===== src/rtl/restoring_divider.sv =====
// restoring_divider: unsigned restoring divider, one quotient bit per clock, start/done handshake.
// Define DIV_ZERO_DETECT_EN to short-circuit a zero divisor to DONE in one cycle with dbz_o set.
module restoring_divider #(
    parameter int DW = 8,
    parameter int VW = 4
) (
    input  logic          clk_i,
    input  logic          rst_n_i,
    input  logic          start_i,
    input  logic [DW-1:0] dividend_i,
    input  logic [VW-1:0] divisor_i,
    output logic          busy_o,
    output logic          done_o,
    output logic [DW-1:0] quotient_o,
    output logic [VW-1:0] remainder_o,
    output logic          dbz_o
);
    localparam int CW = $clog2(DW + 1);
    typedef enum logic [1:0] {IDLE, RUN, DONE} state_t;
    state_t        state_q, state_d;
    logic [CW-1:0] cnt_q, cnt_d;
    logic [VW:0]   prem_q, prem_d;
    logic [DW-1:0] dvd_q, dvd_d, quo_q, quo_d;
    logic [VW-1:0] dvs_q, dvs_d, rem_q, rem_d;
    logic [VW+1:0] shifted;
    logic          neg, accept, zskip, last;
    assign accept  = start_i && state_q != RUN;
`ifdef DIV_ZERO_DETECT_EN
    logic dbz_q, dbz_d;
    assign zskip = accept && divisor_i == '0;
    assign dbz_o = dbz_q;
`else
    assign zskip = 1'b0;
    assign dbz_o = 1'b0;
`endif
    assign last    = state_q == RUN && cnt_q == CW'(1);
    // the dividend register doubles as the quotient shift register
    assign shifted = {prem_q, dvd_q[DW-1]};
    assign neg     = shifted < {2'b0, dvs_q};
    always_ff @(posedge clk_i) begin
        if (!rst_n_i) state_q <= IDLE;
        else state_q <= state_d;
    end
    always_comb begin
        state_d = state_q;
        if (accept) state_d = zskip ? DONE : RUN;
        else if (state_q == DONE) state_d = IDLE;
        else if (last) state_d = DONE;
    end
    always_comb begin
        busy_o = state_q == RUN;
        done_o = state_q == DONE;
    end
    always_comb begin
        prem_d = prem_q;
        dvd_d  = dvd_q;
        dvs_d  = dvs_q;
        cnt_d  = cnt_q;
        quo_d  = quo_q;
        rem_d  = rem_q;
`ifdef DIV_ZERO_DETECT_EN
        dbz_d  = dbz_q;
`endif
        if (accept) begin
            prem_d = '0;
            dvd_d  = dividend_i;
            dvs_d  = divisor_i;
            cnt_d  = zskip ? '0 : CW'(DW);
            if (zskip) begin
                quo_d = '1;
                rem_d = dividend_i[VW-1:0];
`ifdef DIV_ZERO_DETECT_EN
                dbz_d = 1'b1;
`endif
            end
        end else if (state_q == RUN) begin
            prem_d = neg ? shifted[VW:0] : shifted[VW:0] - {1'b0, dvs_q};
            dvd_d  = {dvd_q[DW-2:0], ~neg};
            cnt_d  = cnt_q - CW'(1);
            if (last) begin
                quo_d = dvd_d;
                rem_d = prem_d[VW-1:0];
`ifdef DIV_ZERO_DETECT_EN
                dbz_d = 1'b0;
`endif
            end
        end
    end
    always_ff @(posedge clk_i) begin
        if (!rst_n_i) begin
            prem_q <= '0;
            dvd_q  <= '0;
            dvs_q  <= '0;
            cnt_q  <= '0;
            quo_q  <= '0;
            rem_q  <= '0;
`ifdef DIV_ZERO_DETECT_EN
            dbz_q  <= 1'b0;
`endif
        end else begin
            prem_q <= prem_d;
            dvd_q  <= dvd_d;
            dvs_q  <= dvs_d;
            cnt_q  <= cnt_d;
            quo_q  <= quo_d;
            rem_q  <= rem_d;
`ifdef DIV_ZERO_DETECT_EN
            dbz_q  <= dbz_d;
`endif
        end
    end
    assign quotient_o  = quo_q;
    assign remainder_o = rem_q;
endmodule


===== config.mk =====
export PLATFORM = sky130hd
export DESIGN_NAME = restoring_divider
export DESIGN_NICKNAME = d
export VERILOG_FILES = /design/src/rtl/restoring_divider.sv
export SDC_FILE = /design/constraint.sdc
export NUM_CORES = 1
export LEC_CHECK = 0
export CORE_MARGIN = 2
export CORE_UTILIZATION = 55
export DETAILED_ROUTE_END_ITERATION = 10
export MAX_ROUTING_LAYER = met4
export PLACE_DENSITY = 0.83
export SLEW_MARGIN = 15
export SYNTH_ARGS = -nofsm -noshare
export SYNTH_HDL_FRONTEND = slang
export SYNTH_SLANG_ARGS = --single-unit

===== constraint.sdc =====
create_clock -name clk_i -period 6.4 [get_ports clk_i]
set_clock_uncertainty 0.2 [all_clocks]
set_input_delay 1.6 -clock clk_i [delete_from_list [all_inputs] [get_ports clk_i]]
set_output_delay 1.6 -clock clk_i [all_outputs]
set_load 0.1 [all_outputs]

---- Yosys cells after proc, flatten, opt, wreduce, memory -nomap -nowiden ----
Cells that the tools add are included.
cells by class
  add/sub/neg operators ................... 2
  multiply operators ...................... 0
  div/mod/pow operators ................... 0
  order comparisons ....................... 1
  equality and inequality tests ........... 4
  shifts and indexed selects .............. 0
  mux-type cells .......................... 8
  bitwise operators ....................... 3
  reduce and logical (&&, ||, !) cells .... 7
operator list
  cell                                                  number
  two-way mux 8 bit                                     2
  two-way mux 4 bit                                     2
  less-than comparator 6 x 4 -> 1 bit                   1
  two-way mux 5 bit                                     1
  subtractor 5 x 4 -> 5 bit                             1
  equality test 4 x 1 -> 1 bit (second input constant)  1
  subtractor 4 x 1 -> 4 bit (second input constant)     1
  two-way mux 1 bit                                     3
  NOT 1 bit                                             3
  AND reduction 3 bit                                   1
  nonzero test 3 bit                                    1
  OR reduction 3 bit                                    1
  equality test 2 x 1 -> 1 bit (second input constant)  1
  equality test 2 bit (second input constant)           1
  logical AND 1 bit                                     2
  != test 2 x 1 -> 1 bit (second input constant)        1
  nonzero test 2 bit                                    1
  OR reduction 2 bit                                    1
word-level totals
  bits in registers ....................... 35
  bits in latches ......................... 0
  RAM bits ................................ 0
  bits in read-only memories .............. 0
  input bits .............................. 15
  memories ................................ 0

---- Logic depth before layout (Yosys ltp) ----
  depth after elaboration ................. 5
  gate-level depth with buffers ........... 8
  gate-level depth less buffers ........... 8

---- Worst setup path after synthesis ----
No wires, ideal clock.
  path type ............................... register to output
  start point ............................. reg state_q[1]
  end point ............................... out done_o
  arrival ................................. 1672 ps
  required time ........................... 4600 ps
  slack ................................... 2928 ps
  stages on the path, launching flop included .. 2
  buffers on the path ..................... 0
  cells stage by stage .................... dfxtp_1 nor2b_1
between the ends
  word-level cells in the longest chain between the ends .. 1
ends and longest elaborated chain
  what                    line  text
  from (decl)             20    state_t state_q, state_d;
  from (signal assigned)  42    else state_q <= state_d;
  equality test 2 bit     52    done_o = state_q == DONE;
  to (decl)               13    output logic done_o,
No other way between the ends.

---- Final worst setup path ----
  start point ............................. reg state_q[1]
  end point ............................... out busy_o
between the ends
  word-level cells in the longest chain between the ends .. 1
ends and longest elaborated chain
  what                          line  text
  equality test 2 x 1 -> 1 bit  51    busy_o = state_q == RUN;
  to (decl)                     12    output logic busy_o,
No other way between the ends.

==> reports/qor.csv <==
stage;metric;value;unit
synthesis;post-synthesis sequential area ratio;41.7;%
power;Power per Cell Area;233;mW/mm²
routing;routed len/inst;14.7;µm
clocking;Worst-path clk slew;0.11;ns
finish;P&R area growth vs syn;18.8;%
routing;drt initial violations;73;
sta;Slew @ Worst Pin;1.07;ns
critical_path;Critical Path Source Type;flop;
clocking;cts repair resizes;0;
routing;post-route ant nets;0;
placed_design;pre-CTS WS;1.97;ns
sta;post-route setup TNS;0;ns
synthesis;ys flop type;dfxtp_1;
synthesis;synth warn;0;
clocking;Root Driver;clkbuf_4;
synthesis;Mapped Cells;187;
placed_design;HPWL Detailed;2500;µm
power;Logic pwr share;23.2;%
clocking;CTS tree;done;
routing;Vias;1418;
critical_path;worst setup path class;reg -> out;
critical_path;critical-path cell list;nand2b_1 > inv_1 > clkdlybuf4s50_1;
clocking;clock tree buffer depth;2;
sta;Setup-failing EPs final;0;
placed_design;GP Congestion;0.809;
sta;Slew Limit Fails;0;
synthesis;flop and latch count out of synthesis;35;
synthesis;Synth Area in Compound Gates;22.1;%
die;Die H;59.3;µm
die;Die Wd;59.3;µm
clocking;worst skew pair latency;0.35;ns
die;core outline area;0.00298;mm²
routing;# DRC;0;
synthesis;largest family of logic cells by synthesized area;compound AO/OA/AOI/OAI gates;
sta;Final Hold Fails;0;
synthesis;simple-gate share of the synthesized area;18.8;%
power;Sw Pwr;148;µW
die;full die area;0.00352;mm²
finish;layout cells sized above 1;6.19;%
sta;max frequency;205;MHz
grt;largest net degree at the start of global routing;36;
synthesis;number of synthesized flops with an enable pin;0;
clocking;postcts setup bufs;0;
outcome;outcome;complete, no violations;
synthesis;Post-Synth Adder-Cell Area;5.65;%
grt;vias in the first global route;1323;
power;Sequential Power Share;51.6;%
synthesis;post-synthesis async set-or-reset flop share;0;%
finish;ANT cells;0;
sta;min cycle time layout;4.88;ns
grt;initial antenna violation count;0;
hold_path;Min-Delay Path Class;reg -> reg;
synthesis;Netlist cell types;40;
sta;unrepaired setup endpoints after global routing;no;
finish;Nets;231;
placed_design;port buffer count;28;
power;clock network fraction of total power;25.2;%
critical_path;Arr. time, crit path;3.08;ns
flow_run;max-cap violation count;0;
power;Peak VDD IR;0.000152;V
die;initial cell density of the core;56.5;%
grt;gr ovfl total;0;
clocking;CTS buffer count;5;
power;LEAKAGE;0.846;nW
synthesis;mux share of post-synthesis cell area;4.76;%
clocking;H-Tree Depth;2;
synthesis;area of the mapped netlist;0.00168;mm²
sta;Slew headroom;27.9;%
routing;Via density;5.84;
power;internal power;318;µW
die;# IOs;30;
synthesis;XOR/XNOR Fraction of Synth Area;1.56;%
critical_path;endpoint type of the worst setup path;primary output;
synthesis;syn nets;209;
grt;global-route usage over all layers;23.3;%
grt;first-pass GRT wire length;5930;µm
clocking;hold_buf cts;0;
critical_path;critical-path maximum fanout;30;
critical_path;Critical Path Slowest Stage Cell;clkdlybuf4s50_1;
sta;final worst slack;1.52;ns
power;Switching Fraction;31.8;%
critical_path;Worst EP required;4.60;ns
synthesis;Mapped Avg Cell Area;8.99;µm²
clocking;clk sinks;35;
routing;DRT Wirelength;3580;µm
sta;Final Cycle Share;76.2;%
routing;First-pass DRT Iterations;4;
critical_path;CP max stage delay;1.21;ns
die;# rows;20;
cells by family (layout without fill, tap and decap cells):
| kind of cell | after synthesis | in the layout |
|---|---|---|
| AOI/OAI and AO/OA | 45 | 45 |
| xor gates and xnor gates | 3 | 3 |
| adders and majority gates | 7 | 7 |
| buffers and inverters | 22 | 45 |
| DFF | 35 | 35 |
| muxes | 8 | 8 |
| other | 1 | 1 |
| and+or+nand+nor | 66 | 66 |
path summary, 6_finish.rpt:
kind                            startpoint             end  slack, ns  depth (start not counted)
worst max-delay path            state_q[1]          busy_o       1.52                          3
worst min-delay path              dvs_q[1]        dvs_q[1]       0.27                          2
worst max register to register  state_q[1]  remainder_o[1]       3.67                          4
worst min register to register    dvs_q[1]        dvs_q[1]       0.27                          2
critical path, delay by kind of cell (launching register included):
kind	cells	cell delay, ns
flops	1	0.34
buf+inv	2	1.75
simple gates	1	0.63
synth_stat cells, drive strengths merged (2+ instances only):
| master | n | area, µm² |
|---|---|---|
| nand2b | 2 | 12.5 |
| nor2 | 5 | 18.8 |
| ha | 6 | 75.1 |
| a21o | 2 | 23.8 |
| buf | 4 | 21.3 |
| a21boi | 12 | 90.1 |
| a21oi | 6 | 30.0 |
| a211oi | 4 | 30.0 |
| o211a | 9 | 90.1 |
| mux2i | 8 | 80.1 |
| o211ai | 3 | 22.5 |
| a31oi | 2 | 12.5 |
| clkbuf | 9 | 33.8 |
| dfxtp | 35 | 701 |
| nand4 | 5 | 31.3 |
| xor2 | 2 | 17.5 |
| inv | 9 | 33.8 |
| o21ai | 3 | 15.0 |
| nand3 | 11 | 55.1 |
| nand2 | 33 | 124 |
metal layers:
metal | global-route usage (%) | vias to the layer above | routed length (µm)
met5 | - | - | 0
met3 | 6.11 | 13 | 248
met2 | 34.7 | 57 | 1690
li1 | - | 696 | -
met1 | 28.6 | 652 | 1530
met4 | 12.7 | 0 | 115
cell type report:
| class | instances | area [µm²] |
|---|---|---|
| clock buffers | 6 | 41.3 |
| clock inverters | 2 | 12.5 |
| fillers | 246 | 981 |
| inverters | 9 | 33.8 |
| multi-input cells | 130 | 892 |
| flip-flops and latches | 35 | 701 |
| well taps | 33 | 41.3 |
| repair buffers | 28 | 275 |
registers in the layout (all words and copies together), names as in the netlist:
signal and cells:
cnt_q 4, dvd_q 8, prem_q 5, remainder_o 4, dvs_q 4, quotient_o 8
state_q 2
stage by stage:
step                cell area, µm²  util [%]  power (mW)  hold WS (ns)  instances
detailed placement            1950      65.4       0.353         0.264        235
floorplan                     1680         -       0.326         0.243        187
CTS                           2000      67.2       0.470         0.279        243
global route                  2000      67.1       0.489         0.305        243
global placement              1950      65.4       0.349         0.257        235
finish                        2000      67.1       0.466         0.270        243
power by group through the flow:
stage	combinational, mW	clock [mW]	sequential (mW)
after detailed placement	0.108	0	0.245
after global placement	0.104	0	0.245
final	0.108	0.117	0.241
after CTS	0.108	0.121	0.240
after global routing	0.117	0.130	0.242
after floorplan	0.0770	0	0.249
cells in the final DEF (no fill, tap or decap), drive strengths merged, types with 4 or more instances in the layout:
cell type | netlist | routed
mux2i | 8 | 8
nand4 | 5 | 5
nand2 | 33 | 33
clkdlybuf4s50 | 0 | 27
inv | 9 | 9
nand3 | 11 | 11
a21oi | 6 | 6
dfxtp | 35 | 35
clkbuf | 9 | 6
a211oi | 4 | 4
o211a | 9 | 9
ha | 6 | 6
nor2 | 5 | 5
a21boi | 12 | 12
No activity file was read; power rests on OpenSTA's default activity.
